File: src/rtl/serial_adder_pkg.sv
// Shared definitions for the bit-serial adder: FSM state encoding and default width.
package serial_adder_pkg;

    localparam int DEFAULT_WIDTH = 8;

    typedef enum logic [1:0] {
        IDLE = 2'd0,
        RUN  = 2'd1,
        DONE = 2'd2
    } state_t;

endpackage

File: src/rtl/serial_adder_fulladd.sv
// Single-bit full-adder cell; the serial adder drives one instance of it per clock.
module fulladd (
    output logic sum,
    output logic c_out,
    input  logic a,
    input  logic b,
    input  logic c_in
);

    assign sum   = a ^ b ^ c_in;
    assign c_out = (a & b) | (c_in & (a ^ b));

endmodule

File: src/rtl/serial_adder.sv
// Bit-serial WIDTH-bit adder: loads operands on start, adds LSB-first through one fulladd.
// Optional SERIAL_ADDER_OVERFLOW_EN adds a registered two's-complement overflow output.
module serial_adder
    import serial_adder_pkg::*;
#(
    parameter int WIDTH = DEFAULT_WIDTH,
    parameter int CNT_W = $clog2(WIDTH) + 1
) (
    input  logic             clk,
    input  logic             reset,
    input  logic             start,
    input  logic [WIDTH-1:0] a,
    input  logic [WIDTH-1:0] b,
    input  logic             c_in,
    output logic             busy,
    output logic             done,
    output logic [WIDTH-1:0] sum,
    output logic             c_out
`ifdef SERIAL_ADDER_OVERFLOW_EN
    ,
    output logic             overflow
`endif
);

    state_t           state;
    logic [WIDTH-1:0] shift_a;
    logic [WIDTH-1:0] shift_b;
    logic [WIDTH-1:0] acc;
    logic [WIDTH-1:0] acc_next;
    logic             carry;
    logic [CNT_W-1:0] cnt;
    logic             fa_sum;
    logic             fa_cout;
    logic             last;

    fulladd u_fa (
        .sum   (fa_sum),
        .c_out (fa_cout),
        .a     (shift_a[0]),
        .b     (shift_b[0]),
        .c_in  (carry)
    );

    // New sum bit enters at the MSB; after WIDTH shifts acc holds the full result.
    always_comb begin
        acc_next = (acc >> 1) | (WIDTH'(fa_sum) << (WIDTH - 1));
        last     = (cnt == CNT_W'(WIDTH - 1));
    end

    always_ff @(posedge clk or posedge reset) begin
        if (reset) begin
            state    <= IDLE;
            busy     <= 1'b0;
            done     <= 1'b0;
            sum      <= '0;
            c_out    <= 1'b0;
            shift_a  <= '0;
            shift_b  <= '0;
            acc      <= '0;
            carry    <= 1'b0;
            cnt      <= '0;
`ifdef SERIAL_ADDER_OVERFLOW_EN
            overflow <= 1'b0;
`endif
        end else begin
            case (state)
                IDLE: begin
                    if (start) begin
                        shift_a <= a;
                        shift_b <= b;
                        carry   <= c_in;
                        acc     <= '0;
                        cnt     <= '0;
                        busy    <= 1'b1;
                        state   <= RUN;
                    end
                end
                RUN: begin
                    shift_a <= shift_a >> 1;
                    shift_b <= shift_b >> 1;
                    acc     <= acc_next;
                    carry   <= fa_cout;
                    cnt     <= cnt + CNT_W'(1);
                    if (last) begin
                        sum   <= acc_next;
                        c_out <= fa_cout;
`ifdef SERIAL_ADDER_OVERFLOW_EN
                        // carry here is the carry into the MSB position
                        overflow <= carry ^ fa_cout;
`endif
                        done  <= 1'b1;
                        busy  <= 1'b0;
                        state <= DONE;
                    end
                end
                DONE: begin
                    done  <= 1'b0;
                    state <= IDLE;
                end
                default: state <= IDLE;
            endcase
        end
    end

endmodule
File: config.mk
export PLATFORM = sky130hd
export DESIGN_NAME = serial_adder
export DESIGN_NICKNAME = d
export VERILOG_FILES = /design/src/rtl/serial_adder_pkg.sv /design/src/rtl/serial_adder_fulladd.sv /design/src/rtl/serial_adder.sv
export SDC_FILE = /design/constraint.sdc
export NUM_CORES = 1
export LEC_CHECK = 0
export ABC_AREA = 0
export ABC_CLOCK_PERIOD_IN_PS = 1900
export BUFFER_PORTS_ARGS = -buffer_cell sky130_fd_sc_hd__buf_2
export CORE_MARGIN = 10
export CORE_UTILIZATION = 35
export CTS_BUF_LIST = sky130_fd_sc_hd__clkbuf_2 sky130_fd_sc_hd__clkbuf_4 sky130_fd_sc_hd__clkbuf_8
export DETAILED_ROUTE_END_ITERATION = 16
export PLACE_DENSITY = 0.55
export SLEW_MARGIN = 15
export SYNTH_ARGS = -nofsm -noshare
export SYNTH_HDL_FRONTEND = slang
export SYNTH_SLANG_ARGS = --single-unit
File: constraint.sdc
create_clock -name clk -period 1.9 [get_ports clk]
set_clock_uncertainty 0.15 [all_clocks]
set_input_delay 0.475 -clock clk [delete_from_list [all_inputs] [get_ports clk]]
set_output_delay 0.475 -clock clk [all_outputs]
set_load 0.1 [all_outputs]
# Word-level counts from Yosys, hierarchy flattened
# Index checks and enable logic that the tools add are counted.
[op_classes]
addsub = 1
muxes = 18
reduce_logical = 8
n_eq_ne = 5
bitwise = 6
[ops]
columns = ["op", "n"]
rows = [
  ["$pmux W8 S2", 3],
  ["$mux W8", 3],
  ["$or A7 B8 Y8", 1],
  ["$pmux W4 S2", 1],
  ["$reduce_and A2 Y1", 4],
  ["$pmux W1 S2", 3],
  ["$add A4 B1 Y4 const B", 1],
  ["$eq A4 B3 Y1 const B", 1],
  ["$mux W1", 4],
  ["$mux W2", 2],
  ["$mux W4", 1],
  ["$ne A2 B2 Y1 const B", 2],
  ["$pmux W2 S2", 1],
  ["$reduce_bool A2 Y1", 2],
  ["$reduce_and A3 Y1", 1],
  ["$and A1 B1 Y1", 2],
  ["$eq A2 B1 Y1 const B", 1],
  ["$eq A2 B2 Y1 const B", 1],
  ["$logic_not A2 Y1", 1],
  ["$xor A1 B1 Y1", 2],
  ["$or A1 B1 Y1", 1],
]
[word_totals]
inputBits = 20
word_cells = 48
output_inout_bits = 11
reg_bits = 42

# Longest topological paths before layout
# Gate-level depths: netlist of the first run.
[logic_depth]
word_depth = 4
ltp_mapped = 5
mapped_depth_nobuf = 4

# Modules after synthesis
# From an unflattened synthesis of the first run, not the netlist that was laid out.
[hier_totals]
hier_cells = 159
hier_area_um2 = 1785.5
[by_module_without_submodules]
columns = ["module", "seq_area_each_um2", "cells_per_inst", "n_inst", "area_each_um2"]
rows = [
  ["serial_adder", 1026.0, 158, 1, 1765.4],
  ["fulladd", 0.0, 1, 1, 20.0],
]

# Worst setup path before layout of the first run
# OpenSTA, ideal clock, no wires.
[synth_timing]
path_type = "reg2reg"
startpoint = "register cnt[0]"
endpoint = "register sum[0]"
stages_incl_launch_ff = 6
arrival_ns = 1.376
t_required_ns = 1.625
setup_ns = 0.125
synth_period_minus_slack_ns = 1.652
n_path_buf = 1
path_slack_ns = 0.248
path_cell_list = "dfrtp_1 ha_1 nand2_1 nor4_4 buf_4 mux2_2"
[synth_via]
elab_chain_len = 2
[synth_lines]
columns = ["element", "line", "source"]
rows = [
  ["start, declared", "serial_adder.sv:31", "logic [CNT_W-1:0] cnt;"],
  ["start signal, assigned", "serial_adder.sv:83", "cnt <= cnt + CNT_W'(1);"],
  ["$eq A4 B3 Y1", "serial_adder.sv:47", "last = (cnt == CNT_W'(WIDTH - 1));"],
  ["$reduce_and A2 Y1 (no source line)", "n/a", ""],
  ["end signal, assigned", "serial_adder.sv:85", "sum <= acc_next;"],
  ["end, declared", "serial_adder.sv:17", "output logic [WIDTH-1:0] sum,"],
]
# Every way passes these cells.
# A chain may end at the register's enable or synchronous reset.

# Worst setup path in the final report of the first run
[layout_timing]
startpoint = "register cnt[0]"
endpoint = "register c_out"
[layout_via]
elab_chain_len = 2
[layout_lines]
columns = ["element", "line", "source"]
rows = [
  ["$eq A4 B3 Y1", "serial_adder.sv:47", ""],
  ["$reduce_and A2 Y1 (no source line)", "n/a", ""],
  ["end signal, assigned", "serial_adder.sv:86", "c_out <= fa_cout;"],
  ["end, declared", "serial_adder.sv:18", "output logic c_out"],
]
# Every way passes these cells.

==> metrics.txt, run 1 <==
area occupied by multi-input gates 688 um2; Worst Setup End Kind register; FFs w/ async S/R, synth 100%; TritonCTS Buffers 5; Reg power frac 35.8%; DR pass1 iterations 5; critical path fanouts, max 12; number of port buffers 30; Hold WS 151 ps; Hold Buf Count CTS 0; P_int ~2200 uW; Post-CTS Resized 0; Bufs on Longest Clock Path 2; Setup CP Type reg2reg; Post-CTS Repair Setup Buffers 0; share of the synthesized area in the top cell type 58.0%; routed wire length 3970 um; area leader, netlist dfrtp_1; critical path arrival ~1800 ps; Storage cell area 0.00103 mm2; final hold violation count 0; crit path time final 1730 ps; Critical Path Start Type register; yosys warns 0; dominant synthesized flop cell dfrtp_1; worst reg2reg path depth 5; Yosys cell types 25; Max VDD drop roughly 0.0011 V; via count 1300; Starting Density 36.8%; Die Y between 90 and 100 um; DIE AREA 0.00830 mm2; initial antenna violation count 0; Area growth, synth to finish 21.1%; Synth area leaders dfrtp_1 58%, mux2_2 5.7%, o21ai_0 5.1%; drt wl/cell 15.0 um; post-route ant nets 0; sequential element share of the synthesized area 58.0%; most common cell in the netlist dfrtp_1; grt ovf 0; gpl congestion 0.784; setup TNS 0 ps; status finished clean; worst skew pair latency 290 ps; Detailed Place HPWL 2680 um; largest net degree at the start of global routing between 40 and 50; layout cells sized above 1 around 30%; Leakage 0.000994 uW; Slew Viols, Final 0; Root Driver clkbuf_8; clock share of power roughly 18%; Critical Path RT between 1500 and 2000 ps; clock slew seen by the registers of the worst setup and hold paths ~80 ps; number of max-cap violations 0; GRT Util Overall between 10% and 20%; PnR worst setup slack about 170 ps; worst slack, placed 165 ps; Die X 91.1 um; Final nets 218; # rows 25; Hold Crit Class in2async; first-pass GRT wire length 6780 um; crit share post-route 91.1%; core area 0.00482 mm2; Fillers approximately 500; vias in the first global route around 1300; sw frac 45.1%; clock tree from TritonCTS built; Synth Area per Inst ~11 um2; number of I/O pins 31; Cells after Synth 161; PD cells about 1900 mW/mm2; RSZ-0062 raised after global routing no; Psw 1830 uW; EDFF count, synth 0; combinational fraction of design power a little under half; CTS sink cnt ~40; number of synthesized register bits 41; Ant. Diodes 0; post-route DRC violation count 0; Worst-Margin Slew 527 ps; Fmax 578 MHz; Final setup viols 0; initial DRC count 95; vias per inst 4.92; syn nets 183; Synth top cells by count 41 x dfrtp_1, 20 x nand2_1, 18 x o21ai_0, 12 x a31oi_1, 11 x and2_1; H-tree levels 2; Netlist Area Pre-Place 0.00177 mm2; Slew HR about two thirds
[power groups by stage]
stage	sequential, uW	combinational, uW	clock, uW
after global routing	1510	2060	791
after global placement	1440	1850	0
final	1450	1880	726
after CTS	1460	1910	748
after floorplan	2110	807	0
after detailed placement	1470	1900	0
[sequential cells by signal, indices dropped and copies added (netlist names), 2 cells and up]
signal	cells
shift_a	8
shift_b	8
sum	8
acc	7
cnt	4
state	2
[placed cells by master (no fill, tap or decap)]
cell type / n
nor2_1: 6
clkbuf_8: 6
a21oi_1: 5
ha_1: 1
o21bai_1: 1
mux2i_1: 1
fa_1: 1
o21ai_0: 18
buf_4: 9
a41oi_1: 1
a22oi_1: 4
a21boi_0: 1
or2_2: 1
mux2_2: 9
bufinv_16: 1
clkinvlp_4: 1
and2_1: 11
inv_1: 1
nand3_1: 1
inv_2: 1
nor4_4: 1
buf_2: 30
nand2_1: 20
nor2b_1: 5
dfrtp_1: 41
a31oi_1: 12
a22o_1: 8
[per-stage QoR]
stage	cells	total power [uW]	util (%)	cell area, um2
after floorplan	161	2910	-	1770
after global placement	256	3290	42.0	2020
after detailed placement	256	3370	42.0	2020
after CTS	264	4120	44.5	2140
after global routing	264	4360	44.5	2140
final	264	4060	44.5	2140
[cell families after synthesis]
logic type	Yosys count	share of synthesized area, %
fa+ha+maj	2	1.84
simple gates	45	13.0
flops	41	58.0
compound gates	50	17.7
buf+inv	13	3.18
mux	10	6.29
[critical path, cell delays in order, from the launching register on]
cell and delay (ps):
dfrtp_1 430, ha_1 210, nand2_1 110, nor4_4 140, buf_4 240, mux2_2 350
[path summary, 6_finish.rpt]
kind                                                to                   start  slack (ps)
worst max-delay path                 c_out$_DFFE_PP0P_      cnt[0]$_DFFE_PP0P_         170
min in group clk                shift_a[7]$_DFFE_PP0P_                    a[7]         320
worst max register to register       c_out$_DFFE_PP0P_      cnt[0]$_DFFE_PP0P_         170
max in group asynchronous       shift_b[3]$_DFFE_PP0P_                   reset        1090
worst min register to register  shift_a[6]$_DFFE_PP0P_  shift_a[6]$_DFFE_PP0P_         330
worst min-delay path                acc[3]$_DFFE_PP0P_                   reset         150
[cell type report]
cell class | count | share of cell area (%)
Clock buffer | 6 | 3.85
Sequential cell | 41 | 47.9
Timing Repair Buffer | 39 | 10.2
Inverter | 2 | 0.350
Multi-Input combinational cell | 107 | 32.1
Clock inverter | 2 | 1.75
Tap cell | 67 | 3.91
[per-layer routing]
metal  share of wire [%]  wire (um)  GRT usage (%)  vias up
li1                    -          -              -      633
met1                  43       1730           12.1      622
met2                  49       1930           15.8       37
met3                 6.2        246           4.03        8
met4                 1.5         61           3.79        0
met5                   0          0              0        -
(Power assumes the default switching activity.)
==> run 2, diff against run 1 <==
--- a/config.mk
+++ b/config.mk
@@ -8,7 +8,7 @@
 export ABC_AREA = 0
 export ABC_CLOCK_PERIOD_IN_PS = 1900
 export BUFFER_PORTS_ARGS = -buffer_cell sky130_fd_sc_hd__buf_2
-export CORE_MARGIN = 10
+export CORE_MARGIN = 4
 export CORE_UTILIZATION = 35
 export CTS_BUF_LIST = sky130_fd_sc_hd__clkbuf_2 sky130_fd_sc_hd__clkbuf_4 sky130_fd_sc_hd__clkbuf_8
 export DETAILED_ROUTE_END_ITERATION = 16
@@ -16,4 +16,5 @@
 export SLEW_MARGIN = 15
 export SYNTH_ARGS = -nofsm -noshare
 export SYNTH_HDL_FRONTEND = slang
+export SYNTH_HIERARCHICAL = 1
 export SYNTH_SLANG_ARGS = --single-unit
==> metrics.txt, run 2 <==
Synth top cells by count 41 x dfrtp_1, 18 x o21ai_0, 16 x nand2_1, 10 x mux2_2, 9 x a21oi_1; adder-cell area share of the yosys netlist 1.82%; RSZ-0062 raised after global routing no; combinational fraction of design power a little under half; Reg power frac 35.9%; Final setup viols 0; grt ovf 0; Bufs on Longest Clock Path 2; post-route DRC violation count 0; clock share of power around 18%; dominant synthesized flop cell dfrtp_1; gpl congestion 0.846; PD cells around 1900 mW/mm2; initial DRC count 91; Max VDD drop 0.000816 V; Synth area leaders dfrtp_1 57%, mux2_2 6.3%, o21ai_0 5.0%; layout cells sized above 1 30.3%; area leader, netlist dfrtp_1; EDFF count, synth 0; status finished clean; clock tree from TritonCTS built; GRT Util Overall a little over an eighth; Final Power ~4100 uW; initial antenna violation count 0; Slew HR 64.5%; Setup CP Type reg2reg; Hold Crit Class in2async; mux share of post-synthesis cell area 6.87%; Worst-Margin Slew 532 ps; most common cell after layout, fill and taps aside dfrtp_1; vias in the first global route 1341; fin cells 262; worst skew pair latency 290 ps; vias per inst 4.98; Root Driver clkbuf_8; Die X around 80 um; largest net degree at the start of global routing 42; Ant. Diodes 0; DIE AREA roughly 0.0063 mm2; number of synthesized register bits around 40; DP Cell Count 254; H-tree levels 2; # rows 25; setup TNS 0 ps; Fmax roughly 580 MHz; Synth Area per Inst roughly 11 um2; clock slew seen by the registers of the worst setup and hold paths 80 ps; first-pass GRT wire length 6610 um; number of port buffers 30; critical path fanouts, max 12; share of the synthesized area in the top cell type 57.5%; core area ~0.0048 mm2; number of max-cap violations 0; CTS sink cnt between 40 and 50; TritonCTS Buffers 5; yosys warns 6; syn nets 181; final hold violation count 0; xor/xnor share of the synthesized area 0%; Worst Setup End Kind register; DR pass1 iterations 4; final core utilization 44.7%; Netlist Area Pre-Place 0.00179 mm2; Critical Path Start Type register; largest family of logic cells by synthesized area compound AO/OA/AOI/OAI gates; post-route ant nets 0; sw frac 45.6%; Cells after Synth 159; number of I/O pins 31; via count 1305; critical path arrival 1740 ps; Starting Density 37.1%; crit path time final 1710 ps; drt wl/cell 14.7 um; P_int 2240 uW; most common cell in the netlist dfrtp_1; crit share post-route approximately nine tenths; design area between 0.002 and 0.0025 mm2; largest registers shift_a x8, shift_b x8, sum x8; Leakage 0.000998 uW; routed wire length approximately 3900 um; Area growth, synth to finish 20.5%; Slew Viols, Final 0; Placed Area 0.00203 mm2; simple-gate portion of the synthesized area 11.9%; Detailed Place HPWL 2580 um; commonest non-fill, non-tap cells in the layout 41 x dfrtp_1, 30 x buf_2, 18 x o21ai_0; Post-CTS Repair Setup Buffers 0; Psw 1880 uW; post-synthesis compound-gate area fraction 18.5%; Critical Path RT roughly 1900 ps; FFs w/ async S/R, synth 100%; Final nets 216; Die Y 79.4 um; sequential element share of the synthesized area 57.5%; Yosys cell types 26
run 2: cell count changes in the layout (fill, tap and decap cells not counted), sizes merged, moves of 2 or more:
cell | previous run | this run
a21oi | 5 | 9
a31oi | 12 | 8
nand2 | 20 | 16
a22oi | 4 | 7
and2 | 11 | 8
nor2 | 6 | 3
and2b | 0 | 2
nor2b | 5 | 7
run 2: final cells by class:
class / instances / area [um2]
clock buffers: 6 / 82.6
flip-flops and latches: 41 / 1030
multi-input cells: 105 / 701
fillers: 484 / 2670
well taps: 67 / 83.8
repair buffers: 38 / 210
clock inverters: 2 / 37.5
inverters: 3 / 11.3
run 2: power groups by stage:
stage / registers [uW] / logic (uW) / clock network [uW]
2_1_floorplan: 2180 / 819 / 0
3_3_place_gp: 1490 / 1880 / 0
3_5_place_dp: 1500 / 1920 / 0
4_1_cts: 1480 / 1930 / 760
5_1_grt: 1530 / 2060 / 794
6_report: 1480 / 1910 / 732
run 2: cell families (layout without fill, tap and decap cells):
family | after synthesis | in the layout
adders and majority gates | 2 | 2
and+or+nand+nor | 39 | 39
muxes | 11 | 11
AOI/OAI and AO/OA | 53 | 53
buffers and inverters | 13 | 49
DFF | 41 | 41
run 2: path summary, 6_finish.rpt:
| path | end | startpoint | slack [ps] | cells after the start |
|---|---|---|---|---|
| max in group asynchronous | acc[4]$_DFFE_PP0P_ | reset | 1080 | 3 |
| worst max register to register | sum[5]$_DFFE_PP0P_ | state[0]$_DFFE_PP0P_ | 190 | 4 |
| min in group clk | shift_a[4]$_DFFE_PP0P_ | a[4] | 320 | 3 |
| worst max-delay path | sum[5]$_DFFE_PP0P_ | state[0]$_DFFE_PP0P_ | 190 | 4 |
| worst min-delay path | sum[1]$_DFFE_PP0P_ | reset | 140 | 3 |
| worst min register to register | shift_a[1]$_DFFE_PP0P_ | shift_a[1]$_DFFE_PP0P_ | 330 | 2 |
run 2: worst max-delay path, cell delays in order, from the launching register on:
cell and delay, ps:
dfrtp_1 510, inv_2 90, nor4_4 240, buf_4 250, mux2_2 350
run 2: timing repair:
item,CTS,global route
endpoints found under the setup margin,0,1
hold endpoints to repair,0,0
gates resized for setup,0,1
hold buffers,0,0
run 2: per-stage QoR:
step	setup WS, ps	hold WS (ps)
2_1_floorplan	302	292
3_3_place_gp	217	302
3_5_place_dp	159	314
4_1_cts	128	167
5_1_grt	105	190
6_report	187	141
run 2: layer usage:
| metal | part of all wire [%] | GRT usage (%) |
|---|---|---|
| met1 | 48 | 17.7 |
| met3 | 4.7 | 4.06 |
| met5 | 0 | 0 |
| met2 | 47 | 21.0 |
| met4 | 0.39 | 4.12 |
==> run 3, diff against run 2 <==
--- a/config.mk
+++ b/config.mk
@@ -12,6 +12,7 @@
 export CORE_UTILIZATION = 35
 export CTS_BUF_LIST = sky130_fd_sc_hd__clkbuf_2 sky130_fd_sc_hd__clkbuf_4 sky130_fd_sc_hd__clkbuf_8
 export DETAILED_ROUTE_END_ITERATION = 16
+export MAX_ROUTING_LAYER = met4
 export PLACE_DENSITY = 0.55
 export SLEW_MARGIN = 15
 export SYNTH_ARGS = -nofsm -noshare
==> metrics.txt, run 3 (synthesis results as in run 2) <==
post-route ant nets 0; Critical Path RT 1930 ps; Hold Buf Count CTS 0; # rows 25; max incr delay on CP between 500 and 600 ps; worst slack, placed 159 ps; Worst R2R End sum[5]$_DFFE_PP0P_; gpl congestion 0.859; Detailed Place HPWL roughly 2600 um; RSZ-0062 raised after global routing no; critical path fanouts, max 12; number of max-cap violations 0; initial DRC count 91; critical path cell sequence inv_2 > nor4_4 > buf_4 > mux2_2; area occupied by multi-input gates 701 um2; CP delay by family, top flip-flops; number of port buffers 30; Root Driver clkbuf_8; Bufs on Longest Clock Path 2; largest net degree at the start of global routing 42; DR pass1 iterations 4; Fmax 584 MHz; Area growth, synth to finish 20.5%; worst skew pair latency 290 ps; worst reg2reg path depth 4; final hold violation count 0; Leakage 0.000998 uW; Ant. Diodes 0; Storage cell area between 0.001 and 0.0015 mm2; clock slew seen by the registers of the worst setup and hold paths 80 ps; GRT Util Overall 13.7%; DIE AREA roughly 0.0063 mm2; Final setup viols 0; PnR worst setup slack 187 ps; critical path arrival between 1500 and 2000 ps; H-tree levels 2; Hold WS roughly 140 ps; layout cells sized above 1 a little under a third; final core utilization 44.7%; WP buf/inv 2; Critical Path Start Type register; commonest non-fill, non-tap cells in the layout 41 x dfrtp_1, 30 x buf_2, 18 x o21ai_0; Worst Setup End Kind register; vias in the first global route 1340; PD cells 1910 mW/mm2; Slew HR 64.5%; routed wire length 3860 um; grt ovf 0; Critical R2R Launch state[0]$_DFFE_PP0P_; initial antenna violation count 0; crit path time final approximately 1700 ps; clock tree from TritonCTS built; TritonCTS Buffers 5; setup TNS 0 ps; status finished clean; Max VDD drop between 0.0008 and 0.0009 V; Placed Area 0.00203 mm2; first-pass GRT wire length 6610 um; post-route DRC violation count 0; drt wl/cell 14.7 um; core area 0.00482 mm2; via count approximately 1300; Fillers just under 500; Worst path depth 4; Worst-Margin Slew roughly 530 ps; number of I/O pins 31; FF-to-FF setup slack 190 ps; Final nets approximately 220; design area ~0.0022 mm2; Worst Setup SP state[0]$_DFFE_PP0P_; Setup CP Type reg2reg; most common cell after layout, fill and taps aside dfrtp_1; CTS sink cnt 41; Slew Viols, Final 0; Die Y approximately 80 um; crit path to sum[5]$_DFFE_PP0P_; Die X 79.4 um; Hold Crit Class in2async; crit share post-route roughly 90%; vias per inst 4.97; slowest CP cell dfrtp_1; largest registers shift_a x8, shift_b x8, sum x8; Starting Density around 37%
==> run 3: cell counts in the layout (fill, tap and decap cells not counted) <==
No cell type changed its count.
==> run 3: worst reg2reg max path, stage by stage, from the launching register on <==
cell and delay [ps]:
dfrtp_1 510, inv_2 90, nor4_4 240, buf_4 250, mux2_2 360
==> run 3: cell type report <==
cell class	count	area share [%]
timing repair buffer	38	9.77
tap	67	3.90
sequential	41	47.7
clock inverter	2	1.74
inverter	3	0.523
multi-input combinational	105	32.6
clock buffer	6	3.84
==> run 3: power breakdown <==
group / internal [uW] / leakage [uW] / switching [uW]
clock network: 427 / 0.0000574 / 304
registers: 1230 / 0.000530 / 250
logic: 585 / 0.000411 / 1320
total: 2240 / 0.000998 / 1880
==> run 3: layer usage <==
metal	routed length (um)	part of all wire (%)	global-route usage, %
met1	1880	49	17.9
met2	1810	47	21.0
met3	148	3.8	3.72
met4	15	0.39	4.12
met5	0	0	-
==> run 3: what timing repair did <==
item	in CTS	in global routing
setup endpoints to repair	0	1
buffers inserted	0	0
gates resized for setup	0	1
endpoints found under the hold margin	0	0
==> run 3: worst min-delay path by stage <==
stage	start	endpoint
final	reset	sum[1]$_DFFE_PP0P_
after global routing	reset	sum[1]$_DFFE_PP0P_
after CTS	reset	sum[1]$_DFFE_PP0P_
after detailed placement	shift_a[6]$_DFFE_PP0P_	shift_a[6]$_DFFE_PP0P_
after global placement	shift_a[2]$_DFFE_PP0P_	shift_a[2]$_DFFE_PP0P_
after floorplan	shift_a[1]$_DFFE_PP0P_	shift_a[1]$_DFFE_PP0P_
==> run 3: stage by stage <==
step / total power [uW] / instances
floorplan: 3000 / 159
global placement: 3370 / 254
detailed placement: 3420 / 254
CTS: 4170 / 262
global route: 4380 / 262
finish: 4120 / 262
